<file path="config.mk">
export PLATFORM = sky130hd
export DESIGN_NAME = vga_scan_timer
export DESIGN_NICKNAME = d
export VERILOG_FILES = /design/src/rtl/vga_pkg.sv /design/src/rtl/vga_axis_counter.sv /design/src/rtl/vga_scan_timer.sv
export SDC_FILE = /design/constraint.sdc
export NUM_CORES = 1
export LEC_CHECK = 0
export ABC_AREA = 1
export CELL_PAD_IN_SITES_DETAIL_PLACEMENT = 1
export CELL_PAD_IN_SITES_GLOBAL_PLACEMENT = 2
export CORE_UTILIZATION = 29
export DETAILED_ROUTE_END_ITERATION = 16
export PLACE_DENSITY_LB_ADDON = 0.1
export SLEW_MARGIN = 0
export SYNTH_ARGS = -nofsm -noshare
export SYNTH_HDL_FRONTEND = slang
export SYNTH_SLANG_ARGS = --single-unit
</file>
<file path="constraint.sdc">
create_clock -name clk -period 1.5 [get_ports clk]
set_input_delay 0.375 -clock clk [delete_from_list [all_inputs] [get_ports clk]]
set_output_delay 0.375 -clock clk [all_outputs]
set_load 0.005 [all_outputs]
</file>
<file path="src/rtl/vga_pkg.sv">
// Shared VGA constants and types for the scan timer and the display-colour mux.
package vga_pkg;

  localparam int X_W     = 11;
  localparam int Y_W     = 11;
  localparam int ADDR_W  = X_W + Y_W;
  localparam int COLOR_W = 3;

  // 640x480@60 (25.175 MHz pixel clock)
  localparam int VGA640_H_ACTIVE = 640;
  localparam int VGA640_H_FP     = 16;
  localparam int VGA640_H_SYNC   = 96;
  localparam int VGA640_H_BP     = 48;
  localparam int VGA640_V_ACTIVE = 480;
  localparam int VGA640_V_FP     = 10;
  localparam int VGA640_V_SYNC   = 2;
  localparam int VGA640_V_BP     = 33;

  // 1024x768@60 (65 MHz pixel clock)
  localparam int VGA1024_H_ACTIVE = 1024;
  localparam int VGA1024_H_FP     = 24;
  localparam int VGA1024_H_SYNC   = 136;
  localparam int VGA1024_H_BP     = 160;
  localparam int VGA1024_V_ACTIVE = 768;
  localparam int VGA1024_V_FP     = 3;
  localparam int VGA1024_V_SYNC   = 6;
  localparam int VGA1024_V_BP     = 29;

  typedef struct packed {
    logic r;
    logic g;
    logic b;
  } vga_color_t;

  // Raw (polarity-free) timing flags carried down the latency pipeline.
  typedef struct packed {
    logic active;
    logic hs;
    logic vs;
  } vga_tim_t;

endpackage

</file>
<file path="src/rtl/vga_axis_counter.sv">
// One scan axis: wrapping position counter with active/sync window decode.
module vga_axis_counter #(
  parameter int ACTIVE = 640,
  parameter int FP     = 16,
  parameter int SYNC   = 96,
  parameter int BP     = 48,
  parameter int W      = 11
) (
  input  logic         clk,
  input  logic         rst,
  input  logic         i_tick,
  output logic [W-1:0] o_count,
  output logic         o_wrap,
  output logic         o_active,
  output logic         o_sync_raw
);

  localparam int             TOTAL    = ACTIVE + FP + SYNC + BP;
  localparam logic [W-1:0]   LAST     = W'(TOTAL - 1);
  // Window bounds are one bit wider so a window ending at 2**W still decodes.
  localparam logic [W:0]     ACT_END  = (W+1)'(ACTIVE);
  localparam logic [W:0]     SYNC_BEG = (W+1)'(ACTIVE + FP);
  localparam logic [W:0]     SYNC_END = (W+1)'(ACTIVE + FP + SYNC);

  logic [W-1:0] r_count;
  logic [W:0]   w_cnt_x;
  logic         w_last;

  always_ff @(posedge clk or posedge rst) begin
    if (rst)         r_count <= '0;
    else if (i_tick) r_count <= w_last ? '0 : r_count + W'(1);
  end

  assign w_last     = (r_count == LAST);
  assign w_cnt_x    = {1'b0, r_count};
  assign o_count    = r_count;
  assign o_wrap     = i_tick & w_last;
  assign o_active   = (w_cnt_x < ACT_END);
  assign o_sync_raw = (w_cnt_x >= SYNC_BEG) && (w_cnt_x < SYNC_END);

endmodule

</file>
<file path="src/rtl/vga_scan_timer.sv">
// VGA scan engine: pixel address generation plus latency-matched colour/sync pins.
module vga_scan_timer
  import vga_pkg::*;
#(
  parameter int H_ACTIVE  = 640,
  parameter int H_FP      = 16,
  parameter int H_SYNC    = 96,
  parameter int H_BP      = 48,
  parameter int V_ACTIVE  = 480,
  parameter int V_FP      = 10,
  parameter int V_SYNC    = 2,
  parameter int V_BP      = 33,
  parameter int SYNC_POL  = 0,
  parameter int COLOR_LAT = 1
) (
  input  logic        clk,
  input  logic        rst,
  input  logic        pix_ce,
  input  logic [2:0]  display_color,
  output logic [21:0] display_addr,
  output logic        addr_valid,
  output logic        vga_r,
  output logic        vga_g,
  output logic        vga_b,
  output logic        vga_hs,
  output logic        vga_vs,
  output logic        frame_start
);

  localparam logic SYNC_IDLE = logic'(SYNC_POL == 0);

  logic [X_W-1:0] w_h_cnt;
  logic [Y_W-1:0] w_v_cnt;
  logic           w_h_wrap, w_v_wrap, w_v_tick;
  logic           w_h_act, w_v_act, w_h_sync, w_v_sync;
  vga_tim_t       w_stg0, w_del;
  vga_color_t     r_rgb;
  logic           r_hs, r_vs, r_frame;

  vga_axis_counter #(
    .ACTIVE(H_ACTIVE), .FP(H_FP), .SYNC(H_SYNC), .BP(H_BP), .W(X_W)
  ) u_h_axis (
    .clk(clk), .rst(rst), .i_tick(pix_ce),
    .o_count(w_h_cnt), .o_wrap(w_h_wrap), .o_active(w_h_act), .o_sync_raw(w_h_sync)
  );

  assign w_v_tick = w_h_wrap & pix_ce;

  vga_axis_counter #(
    .ACTIVE(V_ACTIVE), .FP(V_FP), .SYNC(V_SYNC), .BP(V_BP), .W(Y_W)
  ) u_v_axis (
    .clk(clk), .rst(rst), .i_tick(w_v_tick),
    .o_count(w_v_cnt), .o_wrap(w_v_wrap), .o_active(w_v_act), .o_sync_raw(w_v_sync)
  );

  assign display_addr = {w_v_cnt, w_h_cnt};
  assign addr_valid   = w_h_act & w_v_act;
  assign w_stg0       = '{active: addr_valid, hs: w_h_sync, vs: w_v_sync};

  // Delay the timing flags by the colour fetch latency so pins stay aligned.
  generate
    if (COLOR_LAT == 0) begin : g_no_dly
      assign w_del = w_stg0;
    end else begin : g_dly
      vga_tim_t [COLOR_LAT-1:0] r_dly;
      always_ff @(posedge clk or posedge rst) begin
        if (rst) begin
          r_dly <= '0;
        end else if (pix_ce) begin
          r_dly[0] <= w_stg0;
          for (int k = 1; k < COLOR_LAT; k++) r_dly[k] <= r_dly[k-1];
        end
      end
      assign w_del = r_dly[COLOR_LAT-1];
    end
  endgenerate

  always_ff @(posedge clk or posedge rst) begin
    if (rst) begin
      r_rgb   <= '0;
      r_hs    <= SYNC_IDLE;
      r_vs    <= SYNC_IDLE;
      r_frame <= 1'b0;
    end else begin
      // Both wraps already carry pix_ce, so this is 0 on held cycles.
      r_frame <= w_h_wrap & w_v_wrap;
      if (pix_ce) begin
        r_rgb <= w_del.active ? vga_color_t'(display_color) : '0;
        r_hs  <= w_del.hs ^ SYNC_IDLE;
        r_vs  <= w_del.vs ^ SYNC_IDLE;
      end
    end
  end

  assign vga_r       = r_rgb.r;
  assign vga_g       = r_rgb.g;
  assign vga_b       = r_rgb.b;
  assign vga_hs      = r_hs;
  assign vga_vs      = r_vs;
  assign frame_start = r_frame;

endmodule

</file>
# Word level (Yosys, flattened, before mapping)
# Cells that the tools add are included.
# op_classes
reduce_logical,2
n_mux,3
n_bitwise,7
n_eq_ne,2
order_cmp,6
add_sub_neg,2
# op_table
cell,count
$add 11x1->11 const B,2
$eq 11x10->1 const B,2
$lt 11x10->1 const B,2
$lt 11x9->1 const B,2
$mux 11,2
$ge 11x10->1 const B,1
$ge 11x9->1 const B,1
$and 1x1->1,5
$mux 3,1
$logic_and 1x1->1,2
$not 1->1,2
# word_totals
word_cells,33
in_bits,6
out_inout_bits,29
regBits,31

# Depth between registers and ports, before layout
# Gate-level depths: netlist of run 1.
# logic_depth
depth_word,5
depth_mapped,9
ltp_nobuf,7

# By module
# Synthesis of run 1 repeated with hierarchy kept, for this count alone.
# unflattened
cells_unflattened,231
hier_area_um2,1742.9
# by_module_without_submodules
mod,n_inst,cells_per_inst,area_each_um2
vga_axis_counter at u_v_axis,1,98,696.9
vga_axis_counter at u_h_axis,1,89,674.4
vga_scan_timer,1,44,371.6

# Worst setup path before layout of run 1
# OpenSTA, ideal clock, no wires.
# synth_path
kind,reg-to-reg
startpoint,"register u_h_axis.r_count[0], in the netlist u_h_axis.o_count[0]"
endpoint,"register u_h_axis.r_count[1], in the netlist u_h_axis.o_count[1]"
arrival_ns,1.268
setup_ns,0.120
stages_incl_launch_ff,8
period_less_slack_ns,1.388
path_buffers,1
slack_ns,0.112
path_cell_list,dfrtp_1 -> ha_1 -> nand3_4 -> inv_1 -> nand3_2 -> buf_6 -> o211ai_1 -> inv_1
# synth_via
elab_chain_len,2
# synth_lines
item,line,text
"start, declared",vga_axis_counter.sv:25,logic [W-1:0] r_count;
"start signal, assigned",vga_axis_counter.sv:31,else if (i_tick) r_count <= w_last ? '0 : r_count + W'(1);
$add 11x1->11 or $eq 11x10->1 (tied branches),"vga_axis_counter.sv:31, vga_axis_counter.sv:34",
$mux 11 *,vga_axis_counter.sv:31,
# Every way passes the cells marked *; elsewhere a longest branch is shown, timed or not.
# A chain may end at the register's enable or synchronous reset.

# Worst setup path after layout of run 1
# layout_path
startpoint,"register u_v_axis.r_count[6], in the netlist u_v_axis.o_count[6]"
endpoint,output addr_valid
# layout_via
elab_chain_len,2
# layout_lines
item,line,text
"start, declared",vga_axis_counter.sv:25,
"start signal, assigned",vga_axis_counter.sv:31,
$lt 11x9->1,vga_axis_counter.sv:38,assign o_active = (w_cnt_x < ACT_END);
$and 1x1->1,vga_scan_timer.sv:57,assign addr_valid = w_h_act & w_v_act;
"end, declared",vga_scan_timer.sv:21,"output logic addr_valid,"
# No other way between the ends.

==> results, run 1 <==
- The tree is rooted in a clkbuf_8.
- Of the cells placed in the final design, the portion with a size suffix greater than 1 is 0.391.
- Buffers inserted during clock tree synthesis total 5.
- The number of ports placed on the die boundary is 35.
- Setup violations remaining at the end of the flow were counted as 1.
- The net count of the finished layout is about 340.
- The clock power share is 0.274.
- The post-synthesis instance total is ~230.
- The routed wire length per instance is around 15 um.
- The die covers around 0.0065 mm^2.
- Setup repair after global routing could not meet its margin everywhere.
- The final reports fail on setup timing.
- The sum of net half-perimeters after detailed placement is between 3000 and 4000 um.
- The global-route wire length before repair is 9290 um.
- The clock net in this run drives a total of 31 sinks.
- The flow ran to the end, but the final reports show violations.
- The count of non-filler cells in the finished layout is around 400.
- At the worst endpoint, the arrival time is 1.22 ns.
- The power density relative to cell area is about 900 mW/mm^2.
- The critical path class is register to primary output.
- The vertical die dimension is approximately 80 um.
- The repair_antennas step left the layout with diodes totalling 0.
- The aggregate global routing overflow is 0.
- Synthesis instantiated 29 different standard cells from the library.
- The cell type contributing the most total cell area after synthesis is dfrtp_1.
- The most used flip-flop cell after synthesis is dfrtp_1.
- The final count of hold timing violations is 0.
- The synthesized netlist occupies a cell area of 0.00180 mm^2.
- The via count of the first global-routing pass is between 1,500 and 2,000.
- The maximum vdd drop is between 400 and 500 uV.
- Using the TritonRoute via totals, the vias-per-cell ratio works out to roughly 4.6.
- At the end of routability-driven placement, the weighted congestion stood at approximately 0.72.
- By area the synthesized netlist is led by dfrtp_1, nand2_1, nand3_1.
- The reported net switching power is roughly 0.93 mW.
- The clock arrives with between 0.006 and 0.007 ns of skew.
- The net switching share of the total power is 0.332.
- For this run, the register share of the synthesized area comes to 0.433.
- The core region is between 0.005 and 0.006 mm^2.
- For this run, the total global-route usage over all layers was measured as 0.192.
- The count of state elements after synthesis is 31.
- Internal power comes to about 1.9 mW.
- The share of total power dissipated in sequential elements is 0.356.
- The number of synthesized flops with an enable pin is 0.
- After detailed placement, the design holds a cell count of between 300 and 400.
- The relative slew slack is 0.775.
- The first-pass iteration count of the detailed router is 3.
- At the end of the flow the core is filled with cells to 0.511.
- Averaged over all synthesized cells, the footprint is approximately 7.9 um^2.
- The total number of vias is ~1,900.
- The reported max-cap violation count is 0.
- The required time of the critical path is roughly 1.1 ns.
- The leakage power is 1.57 nW.
- The count of buffers added on input and output ports is 34.
- For the pin with the worst max-slew slack, the measured transition is approximately 0.34 ns.
- Once routing completed, OpenROAD measured the worst setup slack at -0.0954 ns.
- Compared with the post-synthesis result, the final layout area differs by 69.3%.
- In the finished design, the share of the clock period the worst path needs comes to 1.06.
- For this configuration, the core starts out at a cell density of 0.302.
- The overall power is ~2.8 mW.
- The count of nets left with antenna violations once routing finished came out at 0.
- The cell area after placement is ~0.0025 mm^2.
- The floorplan step set the die width to ~81 um.
- The number of warning messages in the yosys log is 0.
- The library cell with the highest instance count after synthesis is nand2_1.
- Counting flops with an async set or reset pin after synthesis yields a share of 1.00.
- The count of hold-fix buffers inserted at cts is 0.
- Timing would allow up to 627 MHz.
- The top-area cell type share of the netlist area is 0.403.
- The worst hold path belongs to the class input pin to async pin.
- In the routed design, unresolved DRC markers number 0.
- The later pin in the worst-skew pair is clocked with a latency of ~0.29 ns.
- The first routing iteration left 40 violations.
- The number of rows created at floorplan is 28.
- The final-report max-slew violation count is 0.
- Ranked by instance count, the synthesized netlist is headed by nand2_1, inv_1, dfrtp_1.
- The final instance area is around 0.003 mm^2.
- The smallest clock period supported by the final layout is computed as between 1.5 and 2 ns.
- Entering global routing, the biggest net connects 32 pins.
- The number of nets produced by synthesis is ~240.
- The maximum level of the CTS H-tree is 2.
- The clock-pin slew on the worst setup and hold paths is 0.08 ns.
- The share of total power in combinational logic is 0.370.
- Summed over all layers, the routed wires come to between 6000 and 7000 um.
- The worst setup path is captured at a primary output.
- The maximum root-to-sink buffer count is 2.
- The critical path startpoint category is a register.
- The CTS tree is done.
- The number of antenna violations at the first check in global routing is 0.
- The maximum fanout encountered on the critical timing path is 2.
## worst max-delay path, stage by stage (launching register included)
cell,delay [ns]
dfrtp_1,0.39
nand2_2,0.10
nor2_4,0.12
inv_2,0.04
nand4_1,0.11
inv_1,0.05
buf_2,0.12
## layout make-up
class                      count  area [um^2]
timing repair buffer         104          925
sequential                    31          786
clock inverter                 1         7.51
inverter                      32          125
multi-input combinational    160         1010
fill                         743         2910
clock buffer                   7         96.3
tap                           75         93.8
## power by group through the flow
stage          Clock [mW]  Sequential [mW]  Combinational (mW)
2_1_floorplan           0             1.09               0.324
3_3_place_gp            0             1.08               0.736
3_5_place_dp            0             1.08               0.745
4_1_cts             0.785            0.995               0.933
5_1_grt             0.825             1.01                1.14
6_report            0.766            0.996                1.04
## placed cells by master, fill, tap and decap left out, types with 3 or more instances in the layout
master	netlist	final
nand3_4	1	3
o21ai_1	2	7
nand2_1	57	52
nand3_2	2	8
dlymetal6s2s_1	0	3
dfrtp_2	0	6
dfrtp_1	29	23
buf_6	2	18
nand4_1	7	7
clkbuf_8	0	7
buf_4	0	50
inv_1	31	25
nor2_4	2	6
nand3_1	25	17
inv_2	1	5
nand3b_1	3	3
xor2_1	8	8
nor2_1	21	17
nor3_1	4	3
nand2_2	2	5
dlygate4sd2_1	0	25
o21ai_0	13	6
clkdlybuf4s50_1	0	4
## what timing repair did
action | CTS | global route
gates resized for setup | 49 | 58
setup endpoints to repair | 28 | 23
pin swaps | 4 | 22
cloned | 0 | 1
buffers inserted | 26 | 13
## metal layers
metal	vias to the layer above	global-route usage	wire (um)
met3	4	0.0337	121
li1	941	-	-
met5	-	0	0
met2	24	0.355	3330
met1	927	0.223	2550
met4	0	0.0661	55
## registers in the layout, summed over array words and instances (netlist names)
name and cells:
u_h_axis.o_count 11, u_v_axis.o_count 11, g_dly.r_dly 3, frame_start 1, vga_b 1, vga_g 1
vga_hs 1, vga_r 1, vga_vs 1
## cell families (layout without fill, tap and decap cells)
logic type                 after synthesis  after routing  synth area share
AOI/OAI and AO/OA                       17             17            0.0501
DFF                                     31             31             0.433
buffers and inverters                   37            144            0.0918
and+or+nand+nor                        131            132             0.366
adders and majority gates                3              3            0.0209
xor gates and xnor gates                 8              8            0.0389
## path summary, 6_finish.rpt
check,startpoint,endpoint,slack [ns],cells past startpoint
min in group clk,g_dly.r_dly[1]$_DFFE_PP0P_,vga_hs$_DFFE_PP1P_,0.45,1
worst max-delay path,u_v_axis.o_count[6]$_DFFE_PP0P_,addr_valid,-0.1,6
worst min register to register,g_dly.r_dly[1]$_DFFE_PP0P_,vga_hs$_DFFE_PP1P_,0.45,1
worst min-delay path,rst,u_v_axis.o_count[2]$_DFFE_PP0P_,0.44,3
worst max register to register,u_h_axis.o_count[9]$_DFFE_PP0P_,g_dly.r_dly[1]$_DFFE_PP0P_,0.01,11
max in group asynchronous,rst,vga_hs$_DFFE_PP1P_,0.81,3
## stage by stage
stage | setup slack (ns) | setup TNS [ns] | hold WS (ns)
2_1_floorplan | 0.112 | 0 | 0.406
6_report | -0.0954 | -0.0954 | 0.440
4_1_cts | -0.185 | -0.609 | 0.446
3_3_place_gp | -0.236 | -4.95 | 0.432
5_1_grt | -0.200 | -0.607 | 0.486
3_5_place_dp | -0.260 | -5.57 | 0.439
(Power assumes the default switching activity.)
==> run 2, diff against run 1 <==
--- a/config.mk
+++ b/config.mk
@@ -9,6 +9,7 @@
 export CELL_PAD_IN_SITES_DETAIL_PLACEMENT = 1
 export CELL_PAD_IN_SITES_GLOBAL_PLACEMENT = 2
 export CORE_UTILIZATION = 29
+export CTS_BUF_LIST = sky130_fd_sc_hd__clkbuf_8 sky130_fd_sc_hd__clkbuf_16
 export DETAILED_ROUTE_END_ITERATION = 16
 export PLACE_DENSITY_LB_ADDON = 0.1
 export SLEW_MARGIN = 0
==> results of run 2 <==
Same layout as run 1: the final DEF is identical, and so are final timing and power.
==> edit 1: new RTL, flow settings as in run 2 <==
Register the outputs `display_addr`, `vga_r`, `vga_g` and `vga_b`; this adds one clock of latency there. The other outputs are not delayed to match.
--- a/src/rtl/vga_scan_timer.sv
+++ b/src/rtl/vga_scan_timer.sv
@@ -54,5 +54,4 @@
   );
 
-  assign display_addr = {w_v_cnt, w_h_cnt};
   assign addr_valid   = w_h_act & w_v_act;
   assign w_stg0       = '{active: addr_valid, hs: w_h_sync, vs: w_v_sync};
@@ -93,7 +92,10 @@
   end
 
-  assign vga_r       = r_rgb.r;
-  assign vga_g       = r_rgb.g;
-  assign vga_b       = r_rgb.b;
+  always_ff @(posedge clk) begin
+    display_addr <= {w_v_cnt, w_h_cnt};
+    vga_r        <= r_rgb.r;
+    vga_g        <= r_rgb.g;
+    vga_b        <= r_rgb.b;
+  end
   assign vga_hs      = r_hs;
   assign vga_vs      = r_vs;
Formal check against the unedited RTL: not equivalent (a bounded check fails within 4 cycles, from zero or initial values and one cycle with rst high).
==> edit 1 against run 2 <==
The run still ends with setup timing left; final area increased by 6.7%; area after synthesis increased by 25%; final cell count increased by 7.1%; total power increased by 22%; sequential power increased by 82%; clock power increased by 31%; sequential share of layout area increased by 14 points; wire length decreased by 8.8%; die area increased by 24%; worst setup slack got worse by 0.086 ns; sequential cell count increased by 25; non-clock buffer count decreased by 28; via count decreased by 0.47%; global-route usage decreased by 4.4 points; largest cell class is now flip-flops and latches.
==> edit 1: results (changes against run 2) <==
setup_path:
  r2r-end: "g_dly.r_dly[2]$_DFFE_PP0P_"
  startpoint: "u_h_axis.o_count[10]$_DFFE_PP0P_"
  crit_path_end: "addr_valid"
  rrSetupSlack_ns: -0.03  # -0.04 ns
  data_arrival_critical_path_ns: 1.31  # +0.09 ns
  regToRegStartpoint: "u_v_axis.o_count[6]$_DFFE_PP0P_"
routing:
  met1_length_um: 2870  # +13%
  route.met2.wl_um: 2370  # -29%
  met3WireLength_um: 211  # +74%
  route.vias.total: 1887  # -0.47%
  detailedRoute.firstPassIterationCount: 4  # +1
  routed.top_layer: "met4"
  drt_first_iter_violations: 50  # +25%
  avgRoutedWirePerCell_um: 12.6  # -15%
timing:
  slew-limit-headroom: 0.782  # +0.00781
  report.final.setup_viol: 2  # +1
  worst_clock_skew_ns: 0.00848  # +0.00171 ns
  fin_worst_setup_slack_ns: -0.182  # -0.0864 ns
logic_synthesis:
  synthXorXnorAreaFrac: 0.0273  # -0.0117
  synth-compound-area-share: 0.0345  # -0.0156
  synth.net_count: 268  # +14%
  netlist_top_cells_count: "sky130_fd_sc_hd__nand2_1 (73), sky130_fd_sc_hd__inv_1 (31), sky130_fd_sc_hd__dfrtp_1 (29)"
  async_flop_share: 0.554  # -0.446
  synth_cell_types: 28  # -3.4%
  adder_cell_share_of_the_synthesized_area: 0.0167  # -0.00418
  ys_top_cells_by_area: "sky130_fd_sc_hd__dfrtp_1 (32%), sky130_fd_sc_hd__dfxtp_1 (22%), sky130_fd_sc_hd__nand2_1 (12%)"
  synth_seq_area_share: 0.568  # +0.136
placed_design:
  io_buf_count: 34  # unchanged
  hpwl_um: 3900  # -0.80%
  place_congestion: 0.783  # +8.5%
pwr:
  power.ir.vdd_worst_v: 0.000402  # -19%
  cellInternalPower_w: 0.00244  # +31%
  power.leakage_nw: 1.68  # +7.3%
status:
  violations: "setup timing"
  status: "finished with violations"
clock_tree:
  cts.reportedPaths.clkPinSlew_ns: 0.10  # +0.02 ns
  clk_latency_ns: 0.31  # +0.02 ns
  ctsHtreeMaxLevel: 2  # unchanged
grt:
  grt_pass1_wl_um: 9710  # +4.5%
  first_global_vias: 1956  # -0.25%
  gr-usage-met1: 0.218  # -0.00514
  grt_util_met2: 0.219  # -0.136
  use_met3: 0.0313  # -0.00240
  total_track_usage: 0.149  # -0.0435
cells_and_area:
  layout.nets: 348  # +1.5%
  ratio_of_cells_with_drive_above_1_in_the_final_layout: 0.274  # -0.118
min_path:
  hold_class: "flop to flop"
  timing.hold.worst_path_depth: 0
==> edit 1: through the flow <==
step	instance area (um^2)	worst slack, ns	setup TNS, ns	hold WS, ns	instances
6_report	3250	-0.182	-0.215	0.385	439
5_1_grt	3250	-0.275	-0.414	0.405	439
4_1_cts	3070	-0.224	-0.370	0.387	434
3_5_place_dp	2910	-0.284	-3.57	0.363	417
3_3_place_gp	2910	-0.230	-3.02	0.356	417
2_1_floorplan	2250	0.233	0	0.347	259
==> edit 1: cell type report <==
type | count | area, um^2
timing repair buffer | 76 | 674
multi-input combinational | 164 | 922
clock buffer | 5 | 68.8
inverter | 36 | 135
clock inverter | 3 | 42.5
fill | 874 | 4120
tap | 99 | 124
sequential | 56 | 1280
==> edit 1: power groups by stage <==
stage / clock [W] / combinational (W) / sequential, W
final: 0.00100 / 0.000603 / 0.00181
after global routing: 0.00110 / 0.000693 / 0.00183
after CTS: 0.00105 / 0.000578 / 0.00180
after detailed placement: 0 / 0.000632 / 0.00183
after global placement: 0 / 0.000624 / 0.00183
after floorplan: 0 / 0.000293 / 0.00183
==> edit 1: critical path: stages, from the launching register on <==
cell and delay, ns:
sky130_fd_sc_hd__dfrtp_1 0.40, sky130_fd_sc_hd__inv_2 0.07, sky130_fd_sc_hd__nand2_2 0.06, sky130_fd_sc_hd__a21oi_2 0.12
sky130_fd_sc_hd__nor2_2 0.06, sky130_fd_sc_hd__nand2_2 0.08, sky130_fd_sc_hd__buf_6 0.10, sky130_fd_sc_hd__inv_2 0.03
sky130_fd_sc_hd__buf_6 0.10
==> edit 1: repair_timing <==
item	4_1_cts	5_1_grt
resized for setup	37	41
pin swaps	2	13
buffers inserted	9	6
hold endpoints to repair	0	0
setup endpoints to repair	29	18
==> edit 2: new RTL, config.mk and constraints of run 2 <==
Made on the original files. Set the parameter `SYNC_POL` to 1 (it was 0).
--- a/src/rtl/vga_scan_timer.sv
+++ b/src/rtl/vga_scan_timer.sv
@@ -11,5 +11,5 @@
   parameter int V_SYNC    = 2,
   parameter int V_BP      = 33,
-  parameter int SYNC_POL  = 0,
+  parameter int SYNC_POL  = 1,
   parameter int COLOR_LAT = 1
 ) (
Function: changed (a bounded check fails within 4 cycles, from zero or initial values and one cycle with rst high).
==> edit 2 against run 2 <==
Area after synthesis shrank 8.5%; sequential cell count unchanged; final cell count shrank 8.0%; the run still ends with setup timing left; final area decreased by 5.9%; total power rose by 2.1%; worst setup slack worse by 0.025 ns; wire length down 12%; non-clock buffer count is 10 lower; clock skew fell by 0.0054 ns.
==> edit 2: results (changes against run 2) <==
timing:
  setup_tns_ns: -0.121  # -0.0251 ns
  worst_pin_slew_ns: 0.308  # -0.0273 ns
  report.final.setup_viol: 1  # unchanged
  worst_clock_skew_ns: 0.00135  # -0.00543 ns
  fin_worst_setup_slack_ns: -0.121  # -0.0251 ns
setup_path:
  regToRegStartpoint: "u_h_axis.o_count[7]$_DFFE_PP0P_"
  startpoint: "u_h_axis.o_count[10]$_DFFE_PP0P_"
  r2r-end: "u_h_axis.o_count[1]$_DFFE_PP0P_"
  crit_fanout: 3  # +1
  data_arrival_critical_path_ns: 1.25  # +0.03 ns
  crit_slowest_cell: "sky130_fd_sc_hd__dfrtp_2"
routing:
  routed_wirelength_um: 5300  # -12%
  met3WireLength_um: 132  # +9.1%
  drt_first_iter_violations: 51  # +28%
  via_per_inst: 4.62  # -0.14%
  detailedRoute.firstPassIterationCount: 4  # +1
logic_synthesis:
  synth_seq_area_share: 0.471  # +0.0386
  synthXorXnorAreaFrac: 0.0585  # +0.0196
  ys_top_cells_by_area: "sky130_fd_sc_hd__dfrtp_1 (47%), sky130_fd_sc_hd__nand2_1 (14%), sky130_fd_sc_hd__nand3_1 (7.0%)"
  synth.net_count: 217  # -8.1%
  adder_cell_share_of_the_synthesized_area: 0.0228  # +0.00193
  synth-compound-area-share: 0.0509  # +0.000842
status:
  status: "finished with violations"
  violations: "setup timing"
clock_tree:
  post_cts.resized_instances: 45  # -8.2%
  post_cts_setup_repair_buffer_count: 20  # -23%
pwr:
  powerDensity_nw_per_um2: 997  # +8.5%
  power.ir.vdd_worst_v: 0.000531  # +6.4%
  power.combinational.fraction: 0.337  # -0.033
  power.leakage_nw: 1.51  # -3.7%
placed_design:
  hpwl_um: 3290  # -17%
grt:
  first_global_vias: 1766  # -9.9%
  use_met3: 0.0329  # -0.000767
  gr-usage-met1: 0.213  # -0.00951
## edit 2: changes by cell type after synthesis, sizes merged, moves of 2 or more
cell	run 2	this run
nor3b	0	2
nand3	28	23
nor2	24	20
dfrtp	29	31
nand4	7	3
o21ai	15	10
inv	32	23
dfstp	2	0
xnor2	0	2
## edit 2: through the flow
step,instances,hold slack (ns),setup slack [ns],area [um^2],util
3_3_place_gp,341,0.455,-0.278,2330,0.426
6_report,377,0.435,-0.121,2870,0.524
2_1_floorplan,208,0.449,0.101,1650,-
5_1_grt,377,0.460,-0.203,2870,0.524
3_5_place_dp,341,0.467,-0.269,2330,0.426
4_1_cts,368,0.438,-0.155,2600,0.475
## edit 2: layout make-up
cell class | instances | area [um^2]
fillers | 653 | 2610
multi-input cells | 148 | 905
repair buffers | 94 | 886
flip-flops and latches | 31 | 778
inverters | 24 | 90.1
well taps | 72 | 90.1
clock buffers | 6 | 82.6
clock inverters | 2 | 35.0
